[config.mk]
export PLATFORM = sky130hd
export DESIGN_NAME = tail_light_input_conditioner
export DESIGN_NICKNAME = d
export VERILOG_FILES = /design/src/rtl/tail_light_input_conditioner.sv
export SDC_FILE = /design/constraint.sdc
export NUM_CORES = 1
export LEC_CHECK = 0
export CORE_MARGIN = 4
export CORE_UTILIZATION = 49
export DETAILED_ROUTE_END_ITERATION = 10
export PLACE_DENSITY = 0.72
export SLEW_MARGIN = 20
export SYNTH_ARGS = -nofsm -noshare
export SYNTH_HDL_FRONTEND = slang
export SYNTH_SLANG_ARGS = --single-unit
[constraint.sdc]
create_clock -name clk -period 1.3 [get_ports clk]
set_input_delay 0.39 -clock clk [delete_from_list [all_inputs] [get_ports clk]]
set_output_delay 0.39 -clock clk [all_outputs]
set_load 0.02 [all_outputs]
[src/rtl/tail_light_input_conditioner.sv]
// tail_light_input_conditioner
// Turns raw, asynchronous, bouncing driver switches into clean, synchronous
// brake / turn_right / turn_left levels for the tail-light sequencer.
// Each channel: synchronizer -> debouncer -> output register (or stalk FSM).
// Optional feature macro: TLC_HAZARD_EN adds the hazard_sw channel, which
// forces both turn outputs high while the debounced hazard level is 1.
module tail_light_input_conditioner #(
    parameter int DEBOUNCE_CYCLES = 16,
    parameter int SYNC_STAGES     = 2
) (
    input  logic clk,
    input  logic rst,
    input  logic brake_sw,
    input  logic turn_right_sw,
    input  logic turn_left_sw,
`ifdef TLC_HAZARD_EN
    input  logic hazard_sw,
`endif
    output logic brake,
    output logic turn_right,
    output logic turn_left,
    output logic stalk_fault
);

    localparam int CNT_W = $clog2(DEBOUNCE_CYCLES + 1);
    // The count flips db on the edge where it would reach DEBOUNCE_CYCLES,
    // so the last stored value before the flip is DEBOUNCE_CYCLES-1.
    localparam logic [CNT_W-1:0] CNT_LAST = CNT_W'(DEBOUNCE_CYCLES - 1);

    localparam int CH_BRAKE = 0;
    localparam int CH_RIGHT = 1;
    localparam int CH_LEFT  = 2;
`ifdef TLC_HAZARD_EN
    localparam int CH_HAZARD = 3;
    localparam int NCH       = 4;
`else
    localparam int NCH       = 3;
`endif

    logic [NCH-1:0] w_raw;
    logic [NCH-1:0] w_db;
    logic           w_hazard;

`ifdef TLC_HAZARD_EN
    assign w_raw    = {hazard_sw, turn_left_sw, turn_right_sw, brake_sw};
    assign w_hazard = w_db[CH_HAZARD];
`else
    assign w_raw    = {turn_left_sw, turn_right_sw, brake_sw};
    assign w_hazard = 1'b0;
`endif

    // One synchronizer + debouncer per switch channel.
    for (genvar g = 0; g < NCH; g++) begin : g_ch
        logic [SYNC_STAGES-1:0] r_sync;
        logic [CNT_W-1:0]       r_cnt;
        logic                   r_db;
        logic                   w_sync;

        assign w_sync  = r_sync[SYNC_STAGES-1];
        assign w_db[g] = r_db;

        // Shift the raw switch level through the synchronizer chain.
        always_ff @(posedge clk or posedge rst) begin
            if (rst) r_sync <= '0;
            else     r_sync <= {r_sync[SYNC_STAGES-2:0], w_raw[g]};
        end

        // Count consecutive disagreeing cycles; any agreeing cycle restarts the count.
        always_ff @(posedge clk or posedge rst) begin
            if (rst) begin
                r_cnt <= '0;
                r_db  <= 1'b0;
            end else if (w_sync == r_db) begin
                r_cnt <= '0;
            end else if (r_cnt == CNT_LAST) begin
                r_cnt <= '0;
                r_db  <= ~r_db;
            end else begin
                r_cnt <= r_cnt + CNT_W'(1);
            end
        end
    end

    typedef enum logic [1:0] {
        S_IDLE  = 2'd0,
        S_RIGHT = 2'd1,
        S_LEFT  = 2'd2,
        S_FAULT = 2'd3
    } stalk_state_t;

    stalk_state_t r_state;
    stalk_state_t w_next;
    logic         w_db_r;
    logic         w_db_l;

    assign w_db_r = w_db[CH_RIGHT];
    assign w_db_l = w_db[CH_LEFT];

    // Stalk interlock state register.
    always_ff @(posedge clk or posedge rst) begin
        if (rst) r_state <= S_IDLE;
        else     r_state <= w_next;
    end

    // Next-state logic: first direction wins, both-at-once from IDLE is a fault.
    always_comb begin
        w_next = r_state;
        case (r_state)
            S_IDLE: begin
                if (w_db_r && w_db_l)       w_next = S_FAULT;
                else if (w_db_r)            w_next = S_RIGHT;
                else if (w_db_l)            w_next = S_LEFT;
                else                        w_next = S_IDLE;
            end
            S_RIGHT: if (!w_db_r)           w_next = S_IDLE;
            S_LEFT:  if (!w_db_l)           w_next = S_IDLE;
            S_FAULT: if (!w_db_r && !w_db_l) w_next = S_IDLE;
            default:                        w_next = S_IDLE;
        endcase
    end

    logic r_brake;
    logic r_turn_right;
    logic r_turn_left;
    logic r_stalk_fault;

    // Output registers: decoded from the next state so turn outputs share
    // the brake path's one-register latency after the debouncer.
    always_ff @(posedge clk or posedge rst) begin
        if (rst) begin
            r_brake       <= 1'b0;
            r_turn_right  <= 1'b0;
            r_turn_left   <= 1'b0;
            r_stalk_fault <= 1'b0;
        end else begin
            r_brake       <= w_db[CH_BRAKE];
            r_turn_right  <= (w_next == S_RIGHT) | w_hazard;
            r_turn_left   <= (w_next == S_LEFT)  | w_hazard;
            r_stalk_fault <= (w_next == S_FAULT);
        end
    end

    assign brake       = r_brake;
    assign turn_right  = r_turn_right;
    assign turn_left   = r_turn_left;
    assign stalk_fault = r_stalk_fault;

endmodule

==> results of run 1 <==
[cell usage in the layout (no fill, tap or decap), drive strengths merged]
cell           synthesis  layout
a21oi                  4       4
and2                   5       5
and3                   3       3
buf                    0       8
clkbuf                 0       7
clkdlybuf4s50          0       4
clkinv                 0       1
dfrtp                 30      30
ha                     3       3
inv                    5       5
mux2                   3       3
nand3                  6       6
nor2                  11      11
nor2b                  2       2
o21ai                  3       3
xor2                   9       9
[kinds of logic (layout without fill, tap and decap cells)]
group | after synthesis | after routing | synth area share, %
buf+inv | 5 | 25 | 1.713
flops | 30 | 30 | 68.49
mux | 3 | 3 | 3.082
xor+xnor | 9 | 9 | 7.192
simple gates | 27 | 27 | 12.21
compound gates | 7 | 7 | 3.881
fa+ha+maj | 3 | 3 | 3.425
[state kept, by name, summed over array words and instances, names as in the netlist]
register / count
brake: 1
g_ch.r_cnt: 15
g_ch.r_db: 3
g_ch.r_sync: 6
r_state: 2
stalk_fault: 1
turn_left: 1
turn_right: 1
[through the flow]
step	setup slack, ns	instances
3_5_place_dp	0.001372	120
6_report	0.05327	131
3_3_place_gp	0.006539	120
2_1_floorplan	0.1299	84
4_1_cts	0.03488	128
5_1_grt	-0.002785	131
[timing repair]
action,CTS,global route
setup buffers,0,3
hold endpoints to repair,0,0
pin swaps,0,1
endpoints found under the setup margin,4,3
resized for setup,16,3
[final cells by class]
cell class                      count  area [um^2]  area share [%]
Tap cell                           27        33.78           2.589
Inverter                            5        18.77           1.438
Clock buffer                        7        55.05           4.219
Multi-Input combinational cell     49        339.1           25.98
Clock inverter                      1        5.005          0.3835
Timing Repair Buffer               12        102.6           7.862
Sequential cell                    30        750.7           57.53
[power groups by stage]
stage	Sequential [W]	Combinational [W]	Clock, W
floorplan	0.000999	0.0000531	0
global placement	0.00100	0.0000819	0
detailed placement	0.00100	0.0000847	0
CTS	0.000985	0.0000854	0.000582
global route	0.000989	0.000107	0.000632
finish	0.000985	0.0000937	0.000555
[critical path, stage by stage, from the launching register on]
cell and delay, ns:
dfrtp_1 0.38, ha_2 0.20, nand3_2 0.10, nor2_1 0.13
mux2_2 0.33
[worst paths after layout]
path | endpoint | slack [ns] | cells past startpoint
min in group asynchronous | g_ch[0].r_cnt[4] | 0.39 | 3
hold / removal | g_ch[2].r_sync[1] | 0.36 | 0
max in group asynchronous | g_ch[2].r_cnt[3] | 0.75 | 3
setup / recovery | g_ch[2].r_db | 0.05 | 4
hold reg to reg | g_ch[2].r_sync[1] | 0.36 | 0
setup reg to reg | g_ch[2].r_db | 0.05 | 4
[cells in the mapped netlist (all sizes together)]
library cell  number
dfrtp             30
xor2               9
and3               3
nor2b              2
ha                 3
o21ai              3
nor2              11
and2               5
a21oi              4
inv                5
nand3              6
mux2               3
[routing by layer]
metal	global-route usage [%]	wire length (um)
met3	7.226	77
met5	0	0
met1	11.42	666
met4	7.986	44
met2	17.91	759
==> flow_summary.ini, run 1 <==
[run_status]
status = finished clean

[timing]
finalSetupViolations = 0
fin_hold_ws_ns = 0.3606
slew_headroom_pct = 81.99
period_share_pct = 95.90
setup_tns_ns = 0
worst_slew_pin_slew_ns = 0.2693
period_needed_ns = 1.247
worst_skew_ns = 0.006090
hold_violation_total_from_the_final_report = 0
final_slew_violations = 0
max_clock_freq_ghz = 0.8021

[clock_tree]
postCtsHoldBufs = 0
worst_setup_hold_path_clk_slew_ns = 0.09
cts_max_level = 2
tritoncts = built
cts_num_sinks = 30
clock_insertion_delay_worst_skew_ns = 0.32
cts_inserted_buffers = 5
cts.path.max_buffers = 2
clock_tree.root_cell = clkbuf_4

[power_and_ir_drop]
comb_power_share_pct = 5.7
total_power_w = 0.001634
sequential_cell_fraction_of_total_power_pct = 60.3
vdd_drop_max_v = 0.001030
internal_power_w = 0.001274
clkPwrFrac_pct = 33.9
leakage_nw = 0.6844
net_sw_power_w = 0.0003596
p_per_area_nw_per_um2 = 1252
power_switching_share_pct = 22.01

[route]
dr.pass1.iters = 2
detail-route-antenna-nets = 0
post_drt_via_cell_ratio = 4.802
dr.first_iter.drc_count = 7
detail_route.wl_per_cell_um = 11.82
vias = 629
postRouteWirelength_um = 1549
detail_route.drc_violations = 0

[finish]
final.fill_count = 179
drive_gt1_share_pct = 22.12
antenna_cells = 0
final_core_util_pct = 63.91
final_cell_area_um2 = 1305
nets = 111
area_growth_pct = 19.06

[run]
cap_violations = 0

[global_route]
maximum_number_of_pins_on_one_net_before_global_route_repair = 31
antenna_found_initial = 0
first_pass_grt_wire_length_um = 2587
grt.total_usage_pct = 11.62
grt.overflow.total = 0
via_count_of_the_first_global_routing_pass = 613

[logic_synthesis]
sequential_element_share_of_the_synthesized_area_pct = 68.49
synth.top_cells.by_area = dfrtp_1 68%, xor2_1 7.2%, nor2_1 3.8%
yosys_warnings = 0
synth_largest_area_cell = dfrtp_1
syn-instance-count = 84
cell_area_after_synthesis_um2 = 1096
ys_ff_latch = 30
synth.distinct_cells = 14
syn-mean-instance-area_um2 = 13.05
netlist.area_leader.share_pct = 68.49
syn_nets = 92

[critical_path]
cp.required_ns = 1.51
arrival_time_worst_endpoint_ns = 1.46
crit_type = reg -> reg
cp-start-kind = flip-flop
crit_fanout = 3
worst_setup_path_startpoint = g_ch[2].r_cnt[0]
critical_path.endpoint_type = flip-flop
timing.rr.start = g_ch[2].r_cnt[0]

[placed_design]
dp_hpwl_um = 1087
placed_cell_area_um2 = 1230
io_buffer_count = 8
gp_congestion = 0.6865

[floorplanning]
die_boundary_height_um = 55.30
ioPinCount = 9
fp.coreArea_um2 = 2042
die_area_um2 = 3058
die_width_um = 55.30
floorplan.initialDensity_pct = 53.68
num_rows = 16

[min_path]
min_from = g_ch[2].r_sync[0]
hold_class = reg -> reg
Note: power is estimated with default switching activity, not from simulation.
==> run 2: changes to the inputs <==
Settings changed: CTS_CLUSTER_DIAMETER set to 40.
==> results of run 2 <==
Final layout, timing and power as in run 1 (identical DEF).
